[src/rtl/conv_pkg.sv]
// Shared types and width helpers for the convolution accelerator.
// The input memory block uses these helpers too.
package conv_pkg;

  typedef enum logic [2:0] {
    IDLE,
    ISSUE,
    LAST,
    EMIT,
    DONE
  } conv_state_t;

  function automatic int unsigned x_addr_bits(int unsigned rows, int unsigned cols);
    return $clog2(rows * cols);
  endfunction

  function automatic int unsigned w_addr_bits(int unsigned maxk);
    return $clog2(maxk * maxk);
  endfunction

  function automatic int unsigned k_bits(int unsigned maxk);
    return $clog2(maxk + 1);
  endfunction

endpackage

[src/rtl/conv_addr_gen.sv]
// Output-position (r, c) and window (i, j) counters plus the X/W read address
// arithmetic. K is captured on start and held for the whole job.
module conv_addr_gen
  import conv_pkg::*;
#(
  parameter int unsigned R    = 9,
  parameter int unsigned C    = 8,
  parameter int unsigned MAXK = 4
) (
  input  logic                         clk,
  input  logic                         reset,
  input  logic                         start_i,
  input  logic [k_bits(MAXK)-1:0]      k_i,
  input  logic                         step_i,
  input  logic                         advance_i,
  input  logic                         addr_en_i,
  output logic [x_addr_bits(R,C)-1:0]  x_addr_o,
  output logic [w_addr_bits(MAXK)-1:0] w_addr_o,
  output logic                         window_last_o,
  output logic                         position_last_o
);

  localparam int unsigned KB = k_bits(MAXK);
  localparam int unsigned XB = x_addr_bits(R, C);
  localparam int unsigned WB = w_addr_bits(MAXK);
  localparam int unsigned RB = $clog2(R);
  localparam int unsigned CB = $clog2(C);

  logic [KB-1:0] k_q, k_d;
  logic [RB-1:0] r_q, r_d;
  logic [CB-1:0] c_q, c_d;
  logic [KB-1:0] i_q, i_d;
  logic [KB-1:0] j_q, j_d;

  int unsigned kk, rr, cc, ii, jj;

  always_comb begin
    kk = 32'(k_q);
    rr = 32'(r_q);
    cc = 32'(c_q);
    ii = 32'(i_q);
    jj = 32'(j_q);
    window_last_o   = (ii == kk - 1) && (jj == kk - 1);
    position_last_o = (rr == R - kk) && (cc == C - kk);
    x_addr_o = '0;
    w_addr_o = '0;
    if (addr_en_i) begin
      x_addr_o = XB'((rr + ii) * C + cc + jj);
      w_addr_o = WB'(ii * kk + jj);
    end
  end

  always_comb begin
    k_d = k_q;
    r_d = r_q;
    c_d = c_q;
    i_d = i_q;
    j_d = j_q;
    if (start_i) begin
      k_d = k_i;
      r_d = '0;
      c_d = '0;
      i_d = '0;
      j_d = '0;
    end else begin
      if (step_i) begin
        if (jj == kk - 1) begin
          j_d = '0;
          i_d = (ii == kk - 1) ? '0 : i_q + KB'(1);
        end else begin
          j_d = j_q + KB'(1);
        end
      end
      // Moving to the next position also rewinds the window.
      if (advance_i) begin
        i_d = '0;
        j_d = '0;
        if (cc == C - kk) begin
          c_d = '0;
          r_d = r_q + RB'(1);
        end else begin
          c_d = c_q + CB'(1);
        end
      end
    end
  end

  always_ff @(posedge clk or negedge reset) begin
    if (!reset) begin
      k_q <= '0;
      r_q <= '0;
      c_q <= '0;
      i_q <= '0;
      j_q <= '0;
    end else begin
      k_q <= k_d;
      r_q <= r_d;
      c_q <= c_d;
      i_q <= i_d;
      j_q <= j_d;
    end
  end

endmodule

[src/rtl/conv_compute.sv]
// Convolution consumer: walks every valid output position, multiply-accumulates
// the KxK window from the X/W memories onto B and streams Y over AXI-Stream.
module conv_compute
  import conv_pkg::*;
#(
  parameter int unsigned INW  = 24,
  parameter int unsigned OUTW = 52,
  parameter int unsigned R    = 9,
  parameter int unsigned C    = 8,
  parameter int unsigned MAXK = 4
) (
  input  logic                         clk,
  input  logic                         reset,
  input  logic                         inputs_loaded,
  output logic                         compute_finished,
  input  logic [k_bits(MAXK)-1:0]      K,
  input  logic [INW-1:0]               B,
  output logic [x_addr_bits(R,C)-1:0]  X_read_addr,
  input  logic [INW-1:0]               X_data,
  output logic [w_addr_bits(MAXK)-1:0] W_read_addr,
  input  logic [INW-1:0]               W_data,
  output logic [OUTW-1:0]              AXIS_TDATA,
  output logic                         AXIS_TVALID,
  input  logic                         AXIS_TREADY
);

  conv_state_t state_q, state_d;
  logic [OUTW-1:0] acc_q, acc_d;
  logic            rd_valid_q;

  logic signed [2*INW-1:0] x_ext, w_ext, prod;
  logic [OUTW-1:0]         prod_ext, b_ext;

  logic start, step, advance;
  logic window_last, position_last;

  assign x_ext    = {{INW{X_data[INW-1]}}, X_data};
  assign w_ext    = {{INW{W_data[INW-1]}}, W_data};
  assign prod     = x_ext * w_ext;
  assign prod_ext = {{(OUTW-2*INW){prod[2*INW-1]}}, prod};
  assign b_ext    = {{(OUTW-INW){B[INW-1]}}, B};

  conv_addr_gen #(
    .R    (R),
    .C    (C),
    .MAXK (MAXK)
  ) u_addr_gen (
    .clk             (clk),
    .reset           (reset),
    .start_i         (start),
    .k_i             (K),
    .step_i          (step),
    .advance_i       (advance),
    .addr_en_i       (state_q == ISSUE),
    .x_addr_o        (X_read_addr),
    .w_addr_o        (W_read_addr),
    .window_last_o   (window_last),
    .position_last_o (position_last)
  );

  // Memory data lags its address by one cycle; rd_valid_q marks cycles whose
  // data belongs to an address issued in the previous ISSUE cycle.
  always_comb begin
    state_d = state_q;
    acc_d   = acc_q;
    start   = 1'b0;
    step    = 1'b0;
    advance = 1'b0;
    case (state_q)
      IDLE: begin
        if (inputs_loaded) begin
          acc_d   = b_ext;
          start   = 1'b1;
          state_d = ISSUE;
        end
      end
      ISSUE: begin
        step = 1'b1;
        if (rd_valid_q) acc_d = acc_q + prod_ext;
        if (window_last) state_d = LAST;
      end
      LAST: begin
        acc_d   = acc_q + prod_ext;
        state_d = EMIT;
      end
      EMIT: begin
        if (AXIS_TREADY) begin
          if (position_last) begin
            state_d = DONE;
          end else begin
            advance = 1'b1;
            acc_d   = b_ext;
            state_d = ISSUE;
          end
        end
      end
      DONE:    state_d = IDLE;
      default: state_d = IDLE;
    endcase
  end

  always_ff @(posedge clk or negedge reset) begin
    if (!reset) begin
      state_q    <= IDLE;
      acc_q      <= '0;
      rd_valid_q <= 1'b0;
    end else begin
      state_q    <= state_d;
      acc_q      <= acc_d;
      rd_valid_q <= (state_q == ISSUE);
    end
  end

  assign AXIS_TVALID      = (state_q == EMIT);
  assign AXIS_TDATA       = acc_q;
  assign compute_finished = (state_q == DONE);

endmodule

[config.mk]
export PLATFORM = sky130hd
export DESIGN_NAME = conv_compute
export DESIGN_NICKNAME = d
export VERILOG_FILES = /design/src/rtl/conv_pkg.sv /design/src/rtl/conv_addr_gen.sv /design/src/rtl/conv_compute.sv
export SDC_FILE = /design/constraint.sdc
export NUM_CORES = 2
export LEC_CHECK = 0
export ABC_AREA = 1
export ABC_CLOCK_PERIOD_IN_PS = 5910
export CORE_MARGIN = 5
export CORE_UTILIZATION = 25
export DETAILED_ROUTE_END_ITERATION = 8
export GPL_ROUTABILITY_DRIVEN = 0
export HOLD_SLACK_MARGIN = 0.03
export PLACE_DENSITY_LB_ADDON = 0.25
export SETUP_SLACK_MARGIN = 0.3
export SKIP_LAST_GASP = 1
export SLEW_MARGIN = 15
export SYNTH_ARGS = -nofsm -noshare
export SYNTH_HDL_FRONTEND = slang
export SYNTH_SLANG_ARGS = --single-unit
[constraint.sdc]
create_clock -name clk -period 5.91 [get_ports clk]
set_input_delay 0.591 -clock clk [delete_from_list [all_inputs] [get_ports clk]]
set_output_delay 0.591 -clock clk [all_outputs]
set_load 0.05 [all_outputs]
# Word-level counts from Yosys, hierarchy flattened
# Index checks and enable logic that the tools add are counted.
dict set report totals {
  register_bits 72
  inputBits 79
}
dict set report op_classes {
  add_sub_neg 12
  multipliers 2
  n_eq_ne 13
  mux 33
  n_reduce_logical 12
}
# cell n
set ops {}
lappend ops {{52-bit 2-to-1 mux} 4}
lappend ops {{52-bit one-hot mux with 4 select lines} 1}
lappend ops {{3-bit by 32-bit equality test with 1-bit output} 3}
lappend ops {{52-bit adder} 1}
lappend ops {{24-bit by 24-bit multiplier with 48-bit output} 1}
lappend ops {{3-bit 2-to-1 mux} 16}
lappend ops {{4-bit by 32-bit equality test with 1-bit output} 1}
lappend ops {{4-bit 2-to-1 mux} 4}
lappend ops {{7-bit by 3-bit adder with 7-bit output} 2}
lappend ops {{3-bit one-hot mux with 4 select lines} 1}
lappend ops {{4-bit by 3-bit subtractor with 5-bit output (first input constant)} 2}
lappend ops {{3-bit by 1-bit adder with 3-bit output (second input constant)} 3}
lappend ops {{4-bit by 3-bit adder with 4-bit output} 2}
lappend ops {{2-bit != test (second input constant)} 4}
lappend ops {{7-bit 2-to-1 mux} 1}
lappend ops {{3-bit by 2-bit equality test with 1-bit output (second input constant)} 2}
lappend ops {{1-bit 2-to-1 mux} 6}
lappend ops {{3-bit nonzero test} 2}
lappend ops {{5-bit AND reduction} 1}
lappend ops {{4-bit by 1-bit adder with 4-bit output (second input constant)} 1}
lappend ops {{3-bit by 3-bit multiplier with 4-bit output} 1}
lappend ops {{2-bit AND reduction} 2}
lappend ops {{2-bit nonzero test} 2}
lappend ops {{4-bit nonzero test} 1}
lappend ops {{7 further kinds} 8}

# Logic depth before layout (Yosys ltp)
dict set report depth {
  depth_word 8
  depth_mapped 45
  mapped_depth_nobuf 44
}

# Hierarchy
# Synthesis repeated with hierarchy kept, for this count alone.
dict set report hier_totals {
  hier_cells 3991
  hier_area_um2 29753.5
}
# module instances cells_per_inst area_each_um2
set by_module_without_submodules {}
lappend by_module_without_submodules {conv_compute 1 3760 28139.5}
lappend by_module_without_submodules {conv_addr_gen 1 231 1614.0}

# Least setup slack after synthesis
# No wires, ideal clock.
dict set report synth_path {
  path_kind {input port to flip-flop}
  start {input X_data[23]}
  end {register acc_q[47] (netlist: AXIS_TDATA[47])}
  arrival_time_ps 8057
  required_ps 5786
  slack_ps -2271
  path_stages 34
  path_cell_list {clkbuf_1 -> nand2_1 -> inv_1 -> fa_1 -> fa_1 -> inv_1 -> fa_1 -> inv_1 -> fa_1 -> fa_1 -> fa_1 -> inv_1 -> fa_1 -> inv_1 -> ha_1 -> nand2_1 -> nor2_1 -> nand2_1 -> nor3_1 -> nand3_1 -> nand3_1 -> a21o_1 -> nand2_1 -> nand3_1 -> nand2_1 -> ha_1 -> a21oi_1 -> o21ai_0 -> o21bai_1 -> a31oi_1 -> nand2_1 -> or2_2 -> nand3_1 -> a21oi_1}
}
dict set report synth_between {
  elab_chain_len 4
}
# element line_no
set synth_rtl {}
lappend synth_rtl {{start: declaration} conv_compute.sv:19} ;# input logic [INW-1:0] X_data,
lappend synth_rtl {{24-bit by 24-bit multiplier with 48-bit output *} conv_compute.sv:39} ;# assign prod = x_ext * w_ext;
lappend synth_rtl {{52-bit adder *} {conv_compute.sv:79, conv_compute.sv:83}}
lappend synth_rtl {{52-bit 2-to-1 mux} conv_compute.sv:79} ;# if (rd_valid_q) acc_d = acc_q + prod_ext;
lappend synth_rtl {{52-bit one-hot mux with 4 select lines *} conv_compute.sv:69} ;# case (state_q)
lappend synth_rtl {{end signal: assignment} conv_compute.sv:105} ;# acc_q <= '0;
lappend synth_rtl {{end signal: assignment} conv_compute.sv:109} ;# acc_q <= acc_d;
lappend synth_rtl {{end: declaration} conv_compute.sv:28} ;# logic [OUTW-1:0] acc_q, acc_d;
# Mark *: on every way between the ends. The rest lies on a longest branch, timed or not. The select of a mux whose other input is x is not followed.
# A chain may end at the register's enable or synchronous reset.

# Final worst setup path
dict set report layout_path {
  start {input X_data[17]}
  end {register acc_q[47] (netlist: AXIS_TDATA[47])}
}
# Same word-level chain as after synthesis.

==> results.md <==
* Ys flop type: dfrtp_1
* Crit path max fanout at 9
* Reg2Reg Depth at 11
* Vias per cell at 4.42
* Main combinational cell family by area after synthesis: adder cells
* RSZ-0062 raised after global routing: true
* Final Net Count at 5,640
* Post-synth EDFFs at 0
* Share of layout cells above drive strength 1 at 0.344
* Buf/Inv on CP at 10
* First-pass GRT wire length at 175 mm
* Clk slew on worst S/H paths at 70 ps
* CTS tree: yes
* DRC Markers at 0
* Root buf cell: clkbuf_16
* Final Cell Area at 44,600 um2
* Dpl cell area at 38,200 um2
* Maxcap violations at 0
* Crit path DAT at 8040 ps
* Initial drt markers at 1,394
* Fin crit share at 1.32
* Hold Crit Class: flip-flop to flip-flop
* Hold Path Origin: u_addr_gen.r_q[3]
* Hold Path Stages at 1
* Ys Warns at 0
* CP Capture Type: flip-flop
* Startpoint types: input port
* Post-DRT Antenna Nets at 0
* DR pass1 iterations at 6
* Largest net degree at the start of global routing at 65
* DR vias at 27,800
* Outcome: complete, but fails checks
* Post-synth cell types at 43
* Normalized max-slew margin at 0.327
* Ys async rst share at 1.00
* Die width at 354 um
* Crit path max-delay family: adder cells
* Die Height at 354 um
* Clock sinks at 72
* Mapped Cells at 3,962
* Reg2Reg Launch Point: u_addr_gen.k_q[0]
* Worst path most repeated cell: inv_2
* Failing checks: negative setup slack
* Dpl hpwl at 84.2 mm
* Number of port buffers at 143
* R2R setup slack at 2590 ps
* Xor/xnor share of the synthesized area at 0.0230
* I/O pin count at 144
* Post-synthesis simple-gate area fraction at 0.189
* Number of global-route vias before repair at 29,700
* Min-Delay Endpoint: u_addr_gen.r_q[3]
* Finish-stage setup viols at 43
* Mapped Nets at 4,861
* Initial antenna violation count at 1
* Pins Over Slew Limit at 0
* Clock Tree Buf Depth at 2
* DIE AREA at 126,000 um2
* Layout Utilization at 0.379
* FP Rows at 126
* Global route overflow at 0
* CTS Buf Count at 9
* Max Clock Skew at 12.1 ps
* Kind of critical path: input port to flip-flop
* Post-synthesis sequential area ratio at 0.0608
* Htree depth at 3
* Slew @ Worst Pin at 1000 ps
* Slowest cell on the critical path: fa_1
* Core area at 118,000 um2
* CP Data Required Time at 6160 ps
* Worst reg2reg path endpoint: AXIS_TDATA[43]
* Mapped Area at 29,600 um2
* Layout overhead on the synthesized area at 50.6%
* #FFs+latches synth at 72
* Synthesized area per cell at 7.48 um2
* Final WL at 111 mm
* Min Tclk post-route at 7790 ps
* Mux cell area share after synthesis at 0.000338
* Overall Global Routing Usage at 0.178
* Final hold violations at 0
* Worst-Skew Late Latency at 380 ps
* Post-Synth Adder-Cell Area at 0.501
* Compound-Gate Fraction of Synth Area at 0.0685
* Worst Slack Setup Final at -1880 ps
* Max stage delay on crit path at 570 ps
* Initial Util at 0.251
* Max Freq at 0.128 GHz
* DR WL/cell at 17.7 um
[worst reg2reg max path: cells and delay by family (launching register included)]
kind / cells / cell delay (ps)
simple gates: 6 / 1450
xor+xnor: 1 / 190
flops: 1 / 490
compound gates: 1 / 40
fa+ha+maj: 1 / 400
buf+inv: 2 / 630
[worst max path at each step]
stage / start / depth (start not counted) / end
2_1_floorplan: W_data[2] / 34 / AXIS_TDATA[47]
3_3_place_gp: W_data[0] / 37 / AXIS_TDATA[42]
3_5_place_dp: W_data[0] / 37 / AXIS_TDATA[42]
4_1_cts: X_data[23] / 38 / AXIS_TDATA[47]
5_1_grt: W_data[18] / 41 / AXIS_TDATA[37]
6_report: X_data[17] / 39 / AXIS_TDATA[47]
[cells in the final DEF, fill, tap and decap left out, types with 89 or more instances in the layout]
cell type and count:
inv_1 977, nand2_1 788, buf_4 551, fa_1 549
nor2_1 144, nand2_2 125, inv_2 125, ha_1 124
clkdlybuf4s50_1 94, buf_6 89
[area by class of cell]
class | instances | area, um2
Clock inverter | 7 | 82.6
Antenna cell | 1 | 2.50
Tap cell | 1536 | 1920
Clock buffer | 9 | 225
Inverter | 1110 | 4190
Multi-Input combinational cell | 2665 | 27300
Fill cell | 12100 | 73300
Timing Repair Buffer | 883 | 9090
Sequential cell | 72 | 1800
[cell usage after synthesis (19+ instances only)]
library cell	count	area, um2
dfrtp_1	72	1800
o21ai_0	91	455
a21oi_1	175	876
fa_1	613	12300
a31oi_1	19	119
nor3_1	26	130
nand3_1	104	521
inv_1	1106	4150
nand2_1	962	3610
o21bai_1	28	210
nor2_1	253	950
xor2_1	37	324
a21o_1	19	143
clkbuf_1	104	390
xnor2_1	41	359
ha_1	207	2590
[repair_timing]
item                                    CTS  global route
resized for setup                       844           368
setup buffers                           104            62
hold buffers                              1             0
endpoints found under the hold margin     8             0
pin swaps                               318           281
endpoints found under the setup margin   45            45
gates cloned                             40             2
[flip-flops by register name, summed over array words and instances (netlist names)]
register and cells:
u_addr_gen.j_q 3, AXIS_TDATA 52, rd_valid_q 1, u_addr_gen.k_q 3, u_addr_gen.r_q 4, state_q 3
u_addr_gen.i_q 3, u_addr_gen.c_q 3
[metrics by stage]
stage,setup TNS (ps),instances,hold slack [ps],setup slack [ps]
finish,-65710,6283,539,-1880
global route,-76820,6283,567,-2130
CTS,-65220,6218,543,-1830
detailed placement,-109700,6057,417,-2960
global placement,-110740,6057,417,-3000
floorplan,-39660,3962,295,-1400
[layer usage]
| layer | global-route usage | part of all wire |
|---|---|---|
| met1 | 0.237 | 0.44 |
| met2 | 0.305 | 0.48 |
| met3 | 0.0200 | 0.045 |
| met4 | 0.0493 | 0.036 |
| met5 | 0 | 0 |
[kinds of logic after synthesis]
group | after synthesis
and+or+nand+nor | 1403
buffers and inverters | 1225
muxes | 1
adders and majority gates | 820
AOI/OAI and AO/OA | 363
DFF | 72
xor gates and xnor gates | 78
Power is not shown: default switching activity piles up to over one toggle a cycle in this logic, so the estimate is an artifact.
